`src/rtl/div_ctrl_if.sv`:
```
// Stage-side request/response handshake between the EX stage and the divider controller.
interface div_ctrl_if #(
  parameter int W = 32
);
  logic         req_valid;
  logic         req_ready;
  logic [1:0]   req_op;
  logic [W-1:0] req_a;
  logic [W-1:0] req_b;
  logic         resp_valid;
  logic         resp_ready;
  logic [W-1:0] resp_data;
  logic         resp_err;

  modport master (
    output req_valid, req_op, req_a, req_b, resp_ready,
    input  req_ready, resp_valid, resp_data, resp_err
  );

  modport slave (
    input  req_valid, req_op, req_a, req_b, resp_ready,
    output req_ready, resp_valid, resp_data, resp_err
  );
endinterface

```
`src/rtl/div_ctrl.sv`:
```
// Sequencer between the EX stage and the shared divider IP: operand issue, result selection,
// local divide-by-zero/overflow bypass, flush draining and watchdog timeout.
module div_ctrl #(
  parameter int W       = 32,
  parameter int TIMEOUT = 63
) (
  input  logic          clk,
  input  logic          rst_n,
  div_ctrl_if.slave     st,
  input  logic          flush,
  output logic          busy,
  output logic          div_tvalid,
  input  logic          div_tready,
  output logic          div_signed,
  output logic [W-1:0]  div_dividend,
  output logic [W-1:0]  div_divisor,
  input  logic          div_dout_valid,
  input  logic [2*W-1:0] div_dout
);

  localparam int CW = $clog2(TIMEOUT + 1);
  localparam logic [CW-1:0] CNT_LIMIT = CW'(TIMEOUT);
  localparam logic [W-1:0]  MIN_INT   = {1'b1, {(W-1){1'b0}}};

  typedef enum logic [2:0] {
    IDLE,
    ISSUE,
    WAIT,
    DRAIN,
    DONE
  } state_t;

  state_t        state, state_nx;
  logic [CW-1:0] cnt;
  logic [1:0]    op_q;
  logic          accept;
  logic          b_zero;
  logic          ovf;
  logic          cnt_hit;

  // rst_n gates req_ready so the stage sees 0 while reset is held.
  assign st.req_ready  = rst_n && (state == IDLE) && !flush;
  assign st.resp_valid = (state == DONE);
  assign div_tvalid    = (state == ISSUE);

  assign accept  = st.req_valid && st.req_ready;
  assign b_zero  = (st.req_b == '0);
  assign ovf     = !st.req_op[1] && (st.req_a == MIN_INT) && (st.req_b == '1);
  assign cnt_hit = (cnt == CNT_LIMIT);

  always_comb begin
    state_nx = state;
    case (state)
      IDLE: begin
        if (accept) begin
          state_nx = (b_zero || ovf) ? DONE : ISSUE;
        end
      end
      ISSUE: begin
        if (div_tready) begin
          state_nx = flush ? DRAIN : WAIT;
        end else if (flush) begin
          state_nx = IDLE;
        end
      end
      WAIT: begin
        // A flush that coincides with the IP finishing leaves nothing outstanding to drain.
        if (flush) begin
          state_nx = (div_dout_valid || cnt_hit) ? IDLE : DRAIN;
        end else if (div_dout_valid || cnt_hit) begin
          state_nx = DONE;
        end
      end
      DRAIN: begin
        if (div_dout_valid || cnt_hit) begin
          state_nx = IDLE;
        end
      end
      DONE: begin
        if (flush || st.resp_ready) begin
          state_nx = IDLE;
        end
      end
      default: state_nx = IDLE;
    endcase
  end

  always_ff @(posedge clk) begin
    if (!rst_n) begin
      state        <= IDLE;
      busy         <= 1'b0;
      cnt          <= '0;
      op_q         <= '0;
      div_signed   <= 1'b0;
      div_dividend <= '0;
      div_divisor  <= '0;
      st.resp_data <= '0;
      st.resp_err  <= 1'b0;
    end else begin
      state <= state_nx;
      busy  <= (state_nx != IDLE);

      if (accept) begin
        op_q         <= st.req_op;
        div_signed   <= !st.req_op[1];
        div_dividend <= st.req_a;
        div_divisor  <= st.req_b;
        st.resp_err  <= 1'b0;
        if (b_zero) begin
          st.resp_data <= st.req_op[0] ? st.req_a : '1;
        end else if (ovf) begin
          st.resp_data <= st.req_op[0] ? '0 : MIN_INT;
        end
      end

      if (state == ISSUE && div_tready) begin
        cnt <= '0;
      end else if (state == WAIT || state == DRAIN) begin
        cnt <= cnt + CW'(1);
      end

      if (state == WAIT && !flush) begin
        if (div_dout_valid) begin
          st.resp_data <= op_q[0] ? div_dout[W-1:0] : div_dout[2*W-1:W];
        end else if (cnt_hit) begin
          st.resp_data <= '0;
          st.resp_err  <= 1'b1;
        end
      end

      if (state == DONE && state_nx == IDLE) begin
        st.resp_err <= 1'b0;
      end
    end
  end

endmodule
```
`src/flat_wrapper.sv`:
```
// flat-port wrapper written by rule: the top's interface ports become plain ports
module div_ctrl_flat 
#(
  parameter int W       = 32,
  parameter int TIMEOUT = 63
)
  (clk, rst_n, flush, busy, div_tvalid, div_tready, div_signed, div_dividend, div_divisor, div_dout_valid, div_dout, st_req_valid, st_req_op, st_req_a, st_req_b, st_resp_ready, st_req_ready, st_resp_valid, st_resp_data, st_resp_err);
  div_ctrl_if #(.W(W)) st_i ();
  input  logic clk;
  input  logic rst_n;
  input  logic flush;
  output logic busy;
  output logic div_tvalid;
  input  logic div_tready;
  output logic div_signed;
  output logic [W-1:0] div_dividend;
  output logic [W-1:0] div_divisor;
  input  logic div_dout_valid;
  input  logic [2*W-1:0] div_dout;
  input wire logic [$bits(st_i.req_valid)-1:0] st_req_valid;
  input wire logic [$bits(st_i.req_op)-1:0] st_req_op;
  input wire logic [$bits(st_i.req_a)-1:0] st_req_a;
  input wire logic [$bits(st_i.req_b)-1:0] st_req_b;
  input wire logic [$bits(st_i.resp_ready)-1:0] st_resp_ready;
  output wire logic [$bits(st_i.req_ready)-1:0] st_req_ready;
  output wire logic [$bits(st_i.resp_valid)-1:0] st_resp_valid;
  output wire logic [$bits(st_i.resp_data)-1:0] st_resp_data;
  output wire logic [$bits(st_i.resp_err)-1:0] st_resp_err;
  assign st_i.req_valid = st_req_valid;
  assign st_i.req_op = st_req_op;
  assign st_i.req_a = st_req_a;
  assign st_i.req_b = st_req_b;
  assign st_i.resp_ready = st_resp_ready;
  assign st_req_ready = st_i.req_ready;
  assign st_resp_valid = st_i.resp_valid;
  assign st_resp_data = st_i.resp_data;
  assign st_resp_err = st_i.resp_err;
  div_ctrl #(.W(W), .TIMEOUT(TIMEOUT)) u_core (.clk(clk), .rst_n(rst_n), .st(st_i), .flush(flush), .busy(busy), .div_tvalid(div_tvalid), .div_tready(div_tready), .div_signed(div_signed), .div_dividend(div_dividend), .div_divisor(div_divisor), .div_dout_valid(div_dout_valid), .div_dout(div_dout));
endmodule
```
`config.mk`:
```
export PLATFORM = sky130hd
export DESIGN_NAME = div_ctrl_flat
export DESIGN_NICKNAME = d
export VERILOG_FILES = /design/src/rtl/div_ctrl_if.sv /design/src/rtl/div_ctrl.sv /design/src/flat_wrapper.sv
export SDC_FILE = /design/constraint.sdc
export NUM_CORES = 1
export LEC_CHECK = 0
export CAP_MARGIN = 30
export CORE_AREA = 2 2 133 135
export CTS_CLUSTER_SIZE = 20
export DETAILED_ROUTE_END_ITERATION = 6
export DIE_AREA = 0 0 135 137
export GPL_TIMING_DRIVEN = 0
export HOLD_SLACK_MARGIN = 0.03
export PLACE_DENSITY_LB_ADDON = 0.2
export SETUP_SLACK_MARGIN = 0.4
export SLEW_MARGIN = 20
export SYNTH_ARGS = -nofsm -noshare
export SYNTH_HDL_FRONTEND = slang
export SYNTH_SLANG_ARGS = --single-unit
```
`constraint.sdc`:
```
create_clock -name clk -period 2.5 [get_ports clk]
set_clock_uncertainty 0.15 [all_clocks]
set_input_delay 0.5 -clock clk [delete_from_list [all_inputs] [get_ports clk]]
set_output_delay 0.5 -clock clk [all_outputs]
set_load 0.02 [all_outputs]
```
# Yosys cells after proc, flatten, opt, wreduce, memory -nomap -nowiden

Cells that the tools add are included.

Bits in registers: 109
Output and inout port bits: 102

$add $sub $neg: 1
Eq/ne operators: 7
Multiplexer cells: 24
Bitwise operators: 1
Reductions and logical operators: 20

Operator list:

| operator             | number |
|---|---|
| $mux 32              | 9 |
| $eq 32x32->1 const B | 2 |
| $logic_not 32->1     | 1 |
| $mux 3               | 8 |
| $pmux 3 s5           | 1 |
| $logic_and 1x1->1    | 8 |
| $add 6x1->6 const B  | 1 |
| $eq 3x2->1 const B   | 2 |
| $eq 6x6->1 const B   | 1 |
| $logic_not 3->1      | 2 |
| $mux 1               | 5 |
| $logic_or 1x1->1     | 4 |
| $reduce_or 2->1      | 2 |
| $eq 3x1->1 const B   | 1 |
| $eq 3x3->1 const B   | 1 |
| $reduce_bool 3->1    | 1 |
| $logic_not 1->1      | 2 |
| $mux 2               | 1 |
| $not 1->1            | 1 |

# Depth between registers and ports, before layout

Gate-level depths: netlist of run 1.

Depth in word-level cells: 10
Depth in mapped cells: 8
Mapped depth without buffers: 6

# Worst setup path before layout of run 1

OpenSTA, ideal clock, no wires.

Kind: input to register
From: in st_req_a[1]
To: reg u_core.st.resp_data[29]
Setup time: 133 ps
Arrival time: 2,175 ps
Required time: 2,217 ps
Slack: 42 ps
Stages on the path: 7
Path through: or4_1 nor3_1 nand4_1 o41a_4 buf_6 o21ai_1 a311oi_1

Longest elaborated chain between the ends: 9

RTL lines:

| item                              | line               | text |
|---|---|---|
| from (decl)                       | flat_wrapper.sv:22 | `input wire logic [$bits(st_i.req_a)-1:0] st_req_a;` |
| $eq 32x32->1 *                    | div_ctrl.sv:48     | `assign ovf = !st.req_op[1] && (st.req_a == MIN_INT) && (st.req_b == '1);` |
| $logic_and 1x1->1 * (2 in series) | div_ctrl.sv:48     |  |
| $mux 32 *                         | div_ctrl.sv:111    | `end else if (ovf) begin` |
| $mux 32 *                         | div_ctrl.sv:109    | `if (b_zero) begin` |
| $mux 32 *                         | div_ctrl.sv:103    | `if (accept) begin` |
| $mux 32                           | div_ctrl.sv:125    | `end else if (cnt_hit) begin` |
| $mux 32                           | div_ctrl.sv:123    | `if (div_dout_valid) begin` |
| $mux 32 *                         | div_ctrl.sv:122    | `if (state == WAIT && !flush) begin` |
| to (signal assigned)              | div_ctrl.sv:110    | `st.resp_data <= st.req_op[0] ? st.req_a : '1;` |
| to (signal assigned)              | div_ctrl.sv:112    | `st.resp_data <= st.req_op[0] ? '0 : MIN_INT;` |
| to (signal assigned)              | div_ctrl.sv:124    | `st.resp_data <= op_q[0] ? div_dout[W-1:0] : div_dout[2*W-1:W];` |
| to (decl)                         | div_ctrl_if.sv:22  | `output req_ready, resp_valid, resp_data, resp_err` |

Mark *: on every way between the ends. The rest lies on a longest branch, timed or not.
A chain may end at the register's enable or synchronous reset.

# Final worst setup path of run 1

From: in st_req_a[24]
To: reg u_core.st.resp_data[22]

Same word-level chain as after synthesis.

==> results of run 1 <==
## layout by cell type, fill, tap and decap left out, types with 3 or more instances in the layout
cell type	n
a21oi_1	99
a311oi_1	30
buf_16	3
buf_2	3
buf_4	5
buf_6	8
buf_8	6
clkbuf_1	27
clkbuf_16	9
clkbuf_2	33
clkbuf_8	3
clkdlybuf4s15_1	9
clkdlybuf4s50_1	174
dfxtp_1	109
dlygate4sd2_1	17
dlymetal6s2s_1	18
mux2_2	32
nand2_1	175
nand4_1	10
nor2_1	13
nor4_2	9
nor4_4	5
o21ai_0	26
o21ai_1	9
o21ai_2	27
xnor2_1	3
xor2_1	3
## power groups by stage
stage	clock, uW	combinational (uW)	sequential, uW
after floorplan	0	176	1880
after global placement	0	624	1840
after detailed placement	0	625	1840
after CTS	1620	631	1800
after global routing	1700	678	1800
final	1590	631	1800
## through the flow
| stage | cells | total power, uW | setup TNS (ns) |
|---|---|---|---|
| after floorplan | 646 | 2060 | 0 |
| after global placement | 1109 | 2460 | -57.49 |
| after detailed placement | 1109 | 2460 | -58.75 |
| after CTS | 1138 | 4050 | 0 |
| after global routing | 1140 | 4180 | 0 |
| final | 1140 | 4020 | 0 |
## registers in the layout, indices dropped and copies added (netlist names)
name / count
u_core.cnt: 6
u_core.div_signed: 1
u_core.state: 3
u_core.st.resp_data: 32
u_core.div_divisor: 32
u_core.st.resp_err: 1
u_core.div_dividend: 32
u_core.busy: 1
u_core.op_q: 1
## metal layers
layer  wire length, um  GRT usage [%]  up-vias
met5                 0              0        -
met4               257           5.73        0
met3              1740           6.44       18
met2              9610           35.3      226
met1              9040           27.2     2674
li1                  -              -     2818
## logic make-up after synthesis
family / Yosys count / share of synthesized area, %
AO/OA/AOI/OAI: 203 / 23.4
XOR/XNOR: 6 / 1.04
adder cells (fa/ha/maj): 1 / 0.248
buffers and inverters: 56 / 4.69
flip-flops: 109 / 43.3
multiplexers: 33 / 7.34
AND/OR/NAND/NOR: 238 / 20.1
## worst paths after layout
kind | from | end | slack, ns | cells after the start
worst max-delay path | st_req_a[24] | u_core.st.resp_data[22] | 0.18 | 8
worst min-delay path | st_req_a[7] | u_core.div_dividend[7] | 0.24 | 3
worst max register to register | u_core.state[1] | u_core.st.resp_data[27] | 0.34 | 7
worst min register to register | u_core.div_divisor[16] | u_core.div_divisor[16] | 0.30 | 2
## worst max-delay path, cell delays in order
cell and delay [ns]:
clkdlybuf4s50_1 0.50, nor3_2 0.20, nand4_1 0.16, o41a_4 0.53, buf_8 0.15, buf_16 0.14, o21ai_4 0.12, a311oi_2 0.10
## synth_stat cells (2+ instances only)
cell type | count | area, sq um
buf_2 | 3 | 15.0
and4_1 | 2 | 17.5
o21ai_1 | 27 | 135
nand4_1 | 10 | 62.6
mux2_2 | 32 | 360
and3_1 | 2 | 12.5
o21ai_0 | 36 | 180
or4_1 | 2 | 15.0
a21oi_1 | 99 | 495
nand3_1 | 3 | 15.0
inv_1 | 2 | 7.51
xor2_1 | 3 | 26.3
buf_6 | 3 | 33.8
nor3b_1 | 2 | 15.0
nor2_1 | 16 | 60.1
dfxtp_1 | 109 | 2180
a311oi_1 | 31 | 272
nor3_1 | 3 | 15.0
xnor2_1 | 3 | 26.3
clkbuf_1 | 48 | 180
nor4_1 | 15 | 93.8
nand2_1 | 176 | 661
a211oi_1 | 2 | 15.0
and2_1 | 2 | 12.5
## area by class of cell
type                            instances  area (sq um)  area share (%)
Multi-Input combinational cell        481          2960            34.4
Buffer                                 54           313            3.64
Inverter                                2          7.51          0.0873
Clock buffer                           11           243            2.82
Tap cell                              225           282            3.27
Clock inverter                          5          83.8           0.975
Timing Repair Buffer                  253          2530            29.5
Sequential cell                       109          2180            25.4
## repair_timing
item / 4_1_cts / 5_1_grt
endpoints found under the setup margin: 106 / 43
pin swaps: 41 / 38
buffers inserted: 7 / 2
resized for setup: 167 / 86
gates cloned: 6 / 0
==> results.tsv, run 1 <==
stage	metric	value	unit
worst_hold_path	hp-class	in -> reg	
finish	utilization	50.4	%
pwr	leakage	0.00307	uW
global_routing	grt.overflow.total	0	
cts	cts_hold_buffers	0	
timing	hold_viol	0	
finish	area_delta_synth_final	70.5	%
cts	insertion_delay	0.35	ns
timing	layout_setup_ws	0.176	ns
timing	rsz0062_at_grt	yes	
synthesis	synth_edf_count	0	
pwr	p_per_area	468	mW/mm^2
die	die_height	137	um
timing	slew-limit-headroom	49.4	%
die	start_util	29.6	%
detailed_routing	wirelength	20600	um
pwr	vdd_ir_drop_max	0.274	mV
finish	fill_cells	1700	
die	fp.dieArea	0.0185	sq mm
detailed_routing	drcViolationCount	0	
global_routing	grt_pass1_wl	30600	um
critical_path	worstSetupStartpointType	primary input	
placed_design	place_ws	-1.00	ns
synthesis	yosysUniqueCellTypes	39	
synthesis	syn-instance-count	646	
timing	setup_viol	0	
synthesis	synthArstFlopShare	0	%
placed_design	hpwlAfterDp	15000	um
detailed_routing	vias	5736	
synthesis	synth_warnings	0	
pwr	p_seq_share	44.7	%
run_status	status	finished, final reports clean	
synthesis	avgSynthCellArea	7.81	sq um
cts	cts_num_sinks	109	
synthesis	ys_seq_area_share	43.3	%
pwr	p_sw	1020	uW
placed_design	placed_area	0.00771	sq mm
pwr	swShare	25.5	%
detailed_routing	drtIter0Drc	327	
detailed_routing	wire_per_inst	18.1	um
synthesis	syn-num-nets	784	
flow_run	drv_cap	0	
finish	drive_above_1_share	18.6	%
global_routing	first_global_vias	5449	
placed_design	portBuffers	238	
global_routing	grt_max_degree	18	
detailed_routing	vias_per_cell	5.03	
finish	n_antenna_cell	0	
critical_path	crit_required	2.57	ns
timing	hold_ws	0.242	ns
timing	fin_crit	2.32	ns
finish	fin_area	0.00860	sq mm
pwr	clkPwrFrac	39.6	%
detailed_routing	ant_nets	0	
finish	fin_nets	1048	
critical_path	cp-end-kind	flip-flop	
synthesis	synth_ff_type	dfxtp_1	
cts	root_buffer	clkbuf_16	
critical_path	critPathArrivalTime	2.39	ns
synthesis	ys_seq_elements	109	
critical_path	worstSetupPathType	in -> reg	
synthesis	syn_area	0.00504	sq mm
cts	cts_max_level	3	
die	die_x	135	um
global_routing	antenna_found_initial	0	
timing	max_freq	430	MHz
timing	post-route-period-util	93.0	%
cts	cts.clk_slew.worst_paths	0.07	ns
detailed_routing	drt-pass1-iter-count	4	
cts	cts_tree	yes	
cts	cts_buffers	9	
cts	clockBufferDepth	2	
pwr	p_comb_share	15.7	%
timing	tightest_slew	0.759	ns
placed_design	gp_congestion	0.798	
die	ios	239	
die	core-area	0.0171	sq mm
pwr	intPower	3000	uW
global_routing	track_usage	21.4	%
critical_path	path_max_fanout	5	
timing	report.final.slew_viol_count	0	
die	rows	48	
Note: power is estimated with default switching activity, not from simulation.
==> inputs of run 2 (changes only) <==
--- a/config.mk
+++ b/config.mk
@@ -5,7 +5,7 @@
 export SDC_FILE = /design/constraint.sdc
 export NUM_CORES = 1
 export LEC_CHECK = 0
-export CAP_MARGIN = 30
+export ABC_CLOCK_PERIOD_IN_PS = 2500
 export CORE_AREA = 2 2 133 135
 export CTS_CLUSTER_SIZE = 20
 export DETAILED_ROUTE_END_ITERATION = 6
==> results of run 2 <==
Final layout, timing and power as in run 1 (identical DEF).
